File: src/rtl/led_timer_bank.sv
// Multi-channel LED timer bank: a shared prescaler tick drives per-channel toggle/one-shot/strobe counters.
// Latency: sw reaches the channel logic after 2 clk; led/wrap are registered one clk after the deciding cycle.
// No flow control: every input is sampled every cycle, and outputs are free-running and cannot be stalled.
module led_timer_bank #(
    parameter int CHANNELS = 4,
    parameter int CLK_HZ   = 10000000,
    parameter int TICK_HZ  = 1000,
    parameter int CNT_W    = 16
) (
    input  logic                      clk,
    input  logic                      rst,
    input  logic [CHANNELS-1:0]       sw,
    input  logic [2*CHANNELS-1:0]     mode,
    input  logic [CNT_W*CHANNELS-1:0] period,
    output logic [CHANNELS-1:0]       led,
    output logic [CHANNELS-1:0]       wrap,
    output logic                      tick
);

    localparam int DIV = CLK_HZ / TICK_HZ;
    localparam int PW  = (DIV > 2) ? $clog2(DIV) : 1;
    localparam logic [PW-1:0] PRESC_MAX = PW'(DIV - 1);

    localparam logic [1:0] MODE_OFF     = 2'b00;
    localparam logic [1:0] MODE_TOGGLE  = 2'b01;
    localparam logic [1:0] MODE_ONESHOT = 2'b10;

    // Reject unusable parameter sets at elaboration rather than building a broken prescaler.
    if (DIV < 2) begin : g_bad_div
        $error("led_timer_bank: CLK_HZ/TICK_HZ must be at least 2");
    end
    if (CHANNELS < 1 || CHANNELS > 16) begin : g_bad_channels
        $error("led_timer_bank: CHANNELS must be in 1..16");
    end

    logic [PW-1:0]       presc_q;
    logic [PW-1:0]       presc_d;
    logic [CHANNELS-1:0] sw_meta_q;
    logic [CHANNELS-1:0] sw_s_q;
    logic [CHANNELS-1:0] sw_dly_q;
    logic [CHANNELS-1:0] sw_rise;

    // The tick is decoded straight from the prescaler so every channel sees the same single-cycle strobe.
    assign tick    = (presc_q == PRESC_MAX);
    assign sw_rise = sw_s_q & ~sw_dly_q;

    // Prescaler next state: count up and wrap on the tick cycle.
    always_comb begin
        presc_d = presc_q + PW'(1);
        if (tick) begin
            presc_d = '0;
        end
    end

    // Prescaler register.
    always_ff @(posedge clk or posedge rst) begin
        if (rst) begin
            presc_q <= '0;
        end else begin
            presc_q <= presc_d;
        end
    end

    // Two-flop synchroniser for the asynchronous switches, plus one extra stage for rising-edge detection.
    always_ff @(posedge clk or posedge rst) begin
        if (rst) begin
            sw_meta_q <= '0;
            sw_s_q    <= '0;
            sw_dly_q  <= '0;
        end else begin
            sw_meta_q <= sw;
            sw_s_q    <= sw_meta_q;
            sw_dly_q  <= sw_s_q;
        end
    end

    for (genvar i = 0; i < CHANNELS; i++) begin : g_ch
        logic [CNT_W-1:0] per_w;
        logic [1:0]       md_w;
        logic             done_w;
        logic [CNT_W-1:0] cnt_q;
        logic [CNT_W-1:0] cnt_d;
        logic [1:0]       pmode_q;
        logic             led_q;
        logic             led_d;
        logic             busy_q;
        logic             busy_d;
        logic             wrap_q;
        logic             wrap_d;

        assign per_w  = period[CNT_W*i +: CNT_W];
        assign md_w   = mode[2*i +: 2];
        // A >= compare lets a shrunken period finish on the next tick and keeps the counter from overflowing.
        assign done_w = (cnt_q >= per_w - CNT_W'(1));

        // Channel next state: mode change and idle conditions clear first, then the active mode's rule applies.
        always_comb begin
            cnt_d  = cnt_q;
            led_d  = led_q;
            busy_d = busy_q;
            wrap_d = 1'b0;
            if (md_w != pmode_q || per_w == '0 || md_w == MODE_OFF) begin
                cnt_d  = '0;
                led_d  = 1'b0;
                busy_d = 1'b0;
            end else begin
                case (md_w)
                    MODE_TOGGLE: begin
                        // Switch low pauses the channel with count and led frozen.
                        if (sw_s_q[i] && tick) begin
                            if (done_w) begin
                                cnt_d  = '0;
                                led_d  = ~led_q;
                                wrap_d = 1'b1;
                            end else begin
                                cnt_d = cnt_q + CNT_W'(1);
                            end
                        end
                    end
                    MODE_ONESHOT: begin
                        // A retrigger beats a coincident completion: the pulse is simply extended.
                        if (sw_rise[i]) begin
                            led_d  = 1'b1;
                            busy_d = 1'b1;
                            cnt_d  = '0;
                        end else if (tick && busy_q) begin
                            if (done_w) begin
                                led_d  = 1'b0;
                                busy_d = 1'b0;
                                wrap_d = 1'b1;
                            end else begin
                                cnt_d = cnt_q + CNT_W'(1);
                            end
                        end
                    end
                    default: begin
                        // Strobe: led is high for the one tick interval following each completion.
                        if (!sw_s_q[i]) begin
                            led_d = 1'b0;
                        end else if (tick) begin
                            if (done_w) begin
                                cnt_d  = '0;
                                led_d  = 1'b1;
                                wrap_d = 1'b1;
                            end else begin
                                cnt_d = cnt_q + CNT_W'(1);
                                led_d = 1'b0;
                            end
                        end
                    end
                endcase
            end
        end

        // Channel state registers; prev_mode follows mode every cycle.
        always_ff @(posedge clk or posedge rst) begin
            if (rst) begin
                cnt_q   <= '0;
                pmode_q <= MODE_OFF;
                led_q   <= 1'b0;
                busy_q  <= 1'b0;
                wrap_q  <= 1'b0;
            end else begin
                cnt_q   <= cnt_d;
                pmode_q <= md_w;
                led_q   <= led_d;
                busy_q  <= busy_d;
                wrap_q  <= wrap_d;
            end
        end

        assign led[i]  = led_q;
        assign wrap[i] = wrap_q;
    end

endmodule

File: config.mk
export PLATFORM = sky130hd
export DESIGN_NAME = led_timer_bank
export DESIGN_NICKNAME = d
export VERILOG_FILES = /design/src/rtl/led_timer_bank.sv
export SDC_FILE = /design/constraint.sdc
export NUM_CORES = 1
export LEC_CHECK = 0
export CAP_MARGIN = 5
export CORE_ASPECT_RATIO = 1.2
export CORE_MARGIN = 2
export CORE_UTILIZATION = 55
export DETAILED_ROUTE_END_ITERATION = 10
export PLACE_DENSITY = 0.81
export SLEW_MARGIN = 20
export SYNTH_ARGS = -nofsm -noshare
export SYNTH_HDL_FRONTEND = slang
export SYNTH_SLANG_ARGS = --single-unit
export TNS_END_PERCENT = 50
File: constraint.sdc
create_clock -name clk -period 6.6 [get_ports clk]
set_input_delay 1.98 -clock clk [delete_from_list [all_inputs] [get_ports clk]]
set_output_delay 1.98 -clock clk [all_outputs]
set_load 0.05 [all_outputs]
==> metrics <==
Avg Cell Area, Syn=8.690 sq um; synth top area cells=dfrtp_1 (33%), ha_1 (13%), xnor2_1 (4.4%); post-synthesis sequential element count=110; Setup crit end kind=register; Post-DRT Antenna Nets=0; Post-Synth Adder-Cell Area=12.59%; Starting Density=56.23%; non-filler cells, final=1,262; Post-Synthesis Cells=972; RSZ-0062 raised after global routing=no; PwrDens=155.2 nW/um^2; vias per inst=5.927; top-count cell post-synth=dfrtp_1; Nets=1,216; CTS Buf Count=9; routed len/inst=14.41 um; RePlAce Congestion=0.8556; DR DRC count=0; worst hold path type=register to register; PostCTS Resize Cnt=0; slew margin rel.=23.14%; crit path time final=5937 ps; GRT Total Usage=22.88%; Syn Std Cell Area=8447 sq um; DR vias=7,480; post-synthesis cell type count=71; startpoint types=input port; Flop pwr share=45.3%; maximum VDD drop=169.2 uV; max-slew violations=0; Cell Rows=49; DP Cell Count=1,246; # port buffers=86; CTS root buf=clkbuf_16; layout cells sized above 1=4.348%; Yosys Warn Count=0; layer carrying the most global-route usage=met2; Logic pwr share=16.4%; largest family of logic cells by synthesized area=simple AND/OR/NAND/NOR gates; max-cap check violation count=0; Compound-Gate Fraction of Synth Area=17.54%; Fin Setup TNS=0 ps; register area share after synthesis=32.59%; CTS Sinks=110; Final Cycle Share=89.96%; Int Power=1.139 mW; CP max stage delay=520 ps; post-route cell area=9829 sq um; synthesized net count=1,135; pin count of the biggest net entering global routing=74; Main synth FF type=dfrtp_1; post-DP HPWL=13,810 um; post-synthesis xor/xnor area fraction=7.466%; Ports=87; most instantiated cells after synthesis=dfrtp_1 (110), ha_1 (85), nand2_1 (83); Die ar.=16,370 sq um; Routed WL=18,180 um; Yosys top cell area share=32.59%; final setup fails=0; CP Data Arrival Time=6180 ps; Psw=386.2 uW; critical-path cell list=clkdlybuf4s50_1 > inv_1 > ha_1 > or3b_2 > nor4_1 > buf_4 > nand2_1 > nor3_1 > xnor2_1 > ha_1 > nand4_1 > nor4_1 > a32oi_1 > o211ai_1 > o221a_2 > nor2_1 > a22o_1; worst slew pin tran=1142 ps; grt total ovfl=0; f_max=0.1684 GHz; met2 usage in global routing=40.04%; Worst Path Max Fanout=18; initial drt markers=383; simple-gate share of the synthesized area=25.29%; # fillers=1,268; met1 track demand over resource=29.54%; Layout area overhead=16.37%; M3 GR Usage=2.265%; Worst EP required=6840 ps; critical path class=input port to register; Clock transition at path regs=70 ps; sw frac=25.32%; vias in the first global route=7,051; Chip Width=117.1 um; mux contribution to synthesized area=0.6221%; Clock Power Share=38.3%; number of synthesized flops with an enable pin=0; Initial DRT Pass Iterations=5; Sequential Area=2753 sq um; first-pass GRT wire length=31,220 um; worst clock skew=8.549 ps; DIE HEIGHT=139.8 um; FFs w/ async S/R, synth=100.0%; clock latency at the later pin of the worst-skew pair=350 ps; Placed Area=9505 sq um; clk buf depth=2; final hold vios=0; Synth area leader=dfrtp_1; post-layout util=65.44%; core footprint=15,020 sq um; initial antenna violation count=0; CTS tree=built; H-tree depth=3; leak pwr=4.333 nW; CTS Hold Bufs=0; area of the multi-input gates=5371 sq um; Post-CTS Setup Bufs=0; status=finished clean; ant diodes=0; Slowest-stage cell, CP=o221a_2
## power by group through the flow
| stage | clock network (mW) | registers (mW) | logic, mW |
|---|---|---|---|
| after CTS | 0.599 | 0.691 | 0.252 |
| after floorplan | 0 | 0.701 | 0.152 |
| after global routing | 0.626 | 0.692 | 0.281 |
| final | 0.584 | 0.691 | 0.250 |
| after global placement | 0 | 0.704 | 0.246 |
| after detailed placement | 0 | 0.704 | 0.250 |
## final cells by class
class	instances	area share, %
Clock buffer	10	2.431
Clock inverter	6	0.8656
Inverter	46	1.782
Multi-Input combinational cell	788	54.65
Sequential cell	110	28.00
Tap cell	204	2.597
Timing Repair Buffer	98	9.674
## through the flow
step	worst slack [ps]	hold slack (ps)	total power, mW
6_report	662.5	353.4	1.526
3_3_place_gp	496.3	342.8	0.9496
5_1_grt	348.8	369.0	1.599
4_1_cts	650.2	360.2	1.542
3_5_place_dp	271.8	341.0	0.9545
2_1_floorplan	1024	331.2	0.8536
## critical path: cells and delay by family
kind	cells	cell delay, ps
AOI/OAI and AO/OA	4	1210
xor gates and xnor gates	1	100
buffers and inverters	3	700
and+or+nand+nor	7	1690
adders and majority gates	2	480
## path summary, 6_finish.rpt
kind | from | endpoint | slack [ps] | cells after the start
worst max-delay path | period[32] | g_ch[2].cnt_q[11] | 660 | 17
worst min-delay path | sw_meta_q[0] | sw_s_q[0] | 350 | 0
worst max register to register | presc_q[11] | g_ch[1].cnt_q[15] | 3350 | 8
worst min register to register | sw_meta_q[0] | sw_s_q[0] | 350 | 0
max in group asynchronous | rst | presc_q[6] | 3410 | 3
min in group asynchronous | rst | g_ch[0].cnt_q[0] | 2180 | 2
## layout by cell type, fill, tap and decap left out, types with 19 or more instances in the layout
cell type        count
a21o_1              27
a21oi_1             39
and3_1              23
clkdlybuf4s50_1     86
dfrtp_1            110
ha_1                85
inv_1               45
nand2_1             83
nand3_1             59
nor2_1              70
nor3_1              39
nor4_1              19
o21ai_0             48
or3_1               22
xnor2_1             42
xor2_1              30
## state kept, by name (all words and copies together) (netlist names)
name,cells
g_ch.led_q,4
g_ch.wrap_q,4
g_ch.pmode_q,8
g_ch.busy_q,4
presc_q,14
g_ch.cnt_q,64
sw_dly_q,4
sw_meta_q,4
sw_s_q,4
## layer usage
layer | vias up | wire [um]
met5 | - | 0
met4 | 0 | 285
met2 | 153 | 9508
met3 | 24 | 500
li1 | 3752 | -
met1 | 3551 | 7888
## kinds of logic after synthesis
group           count (synthesis)
simple gates                  407
compound gates                219
flops                         110
fa+ha+maj                      85
buf+inv                        74
xor+xnor                       72
mux                             5
No activity file was read; power rests on OpenSTA's default activity.
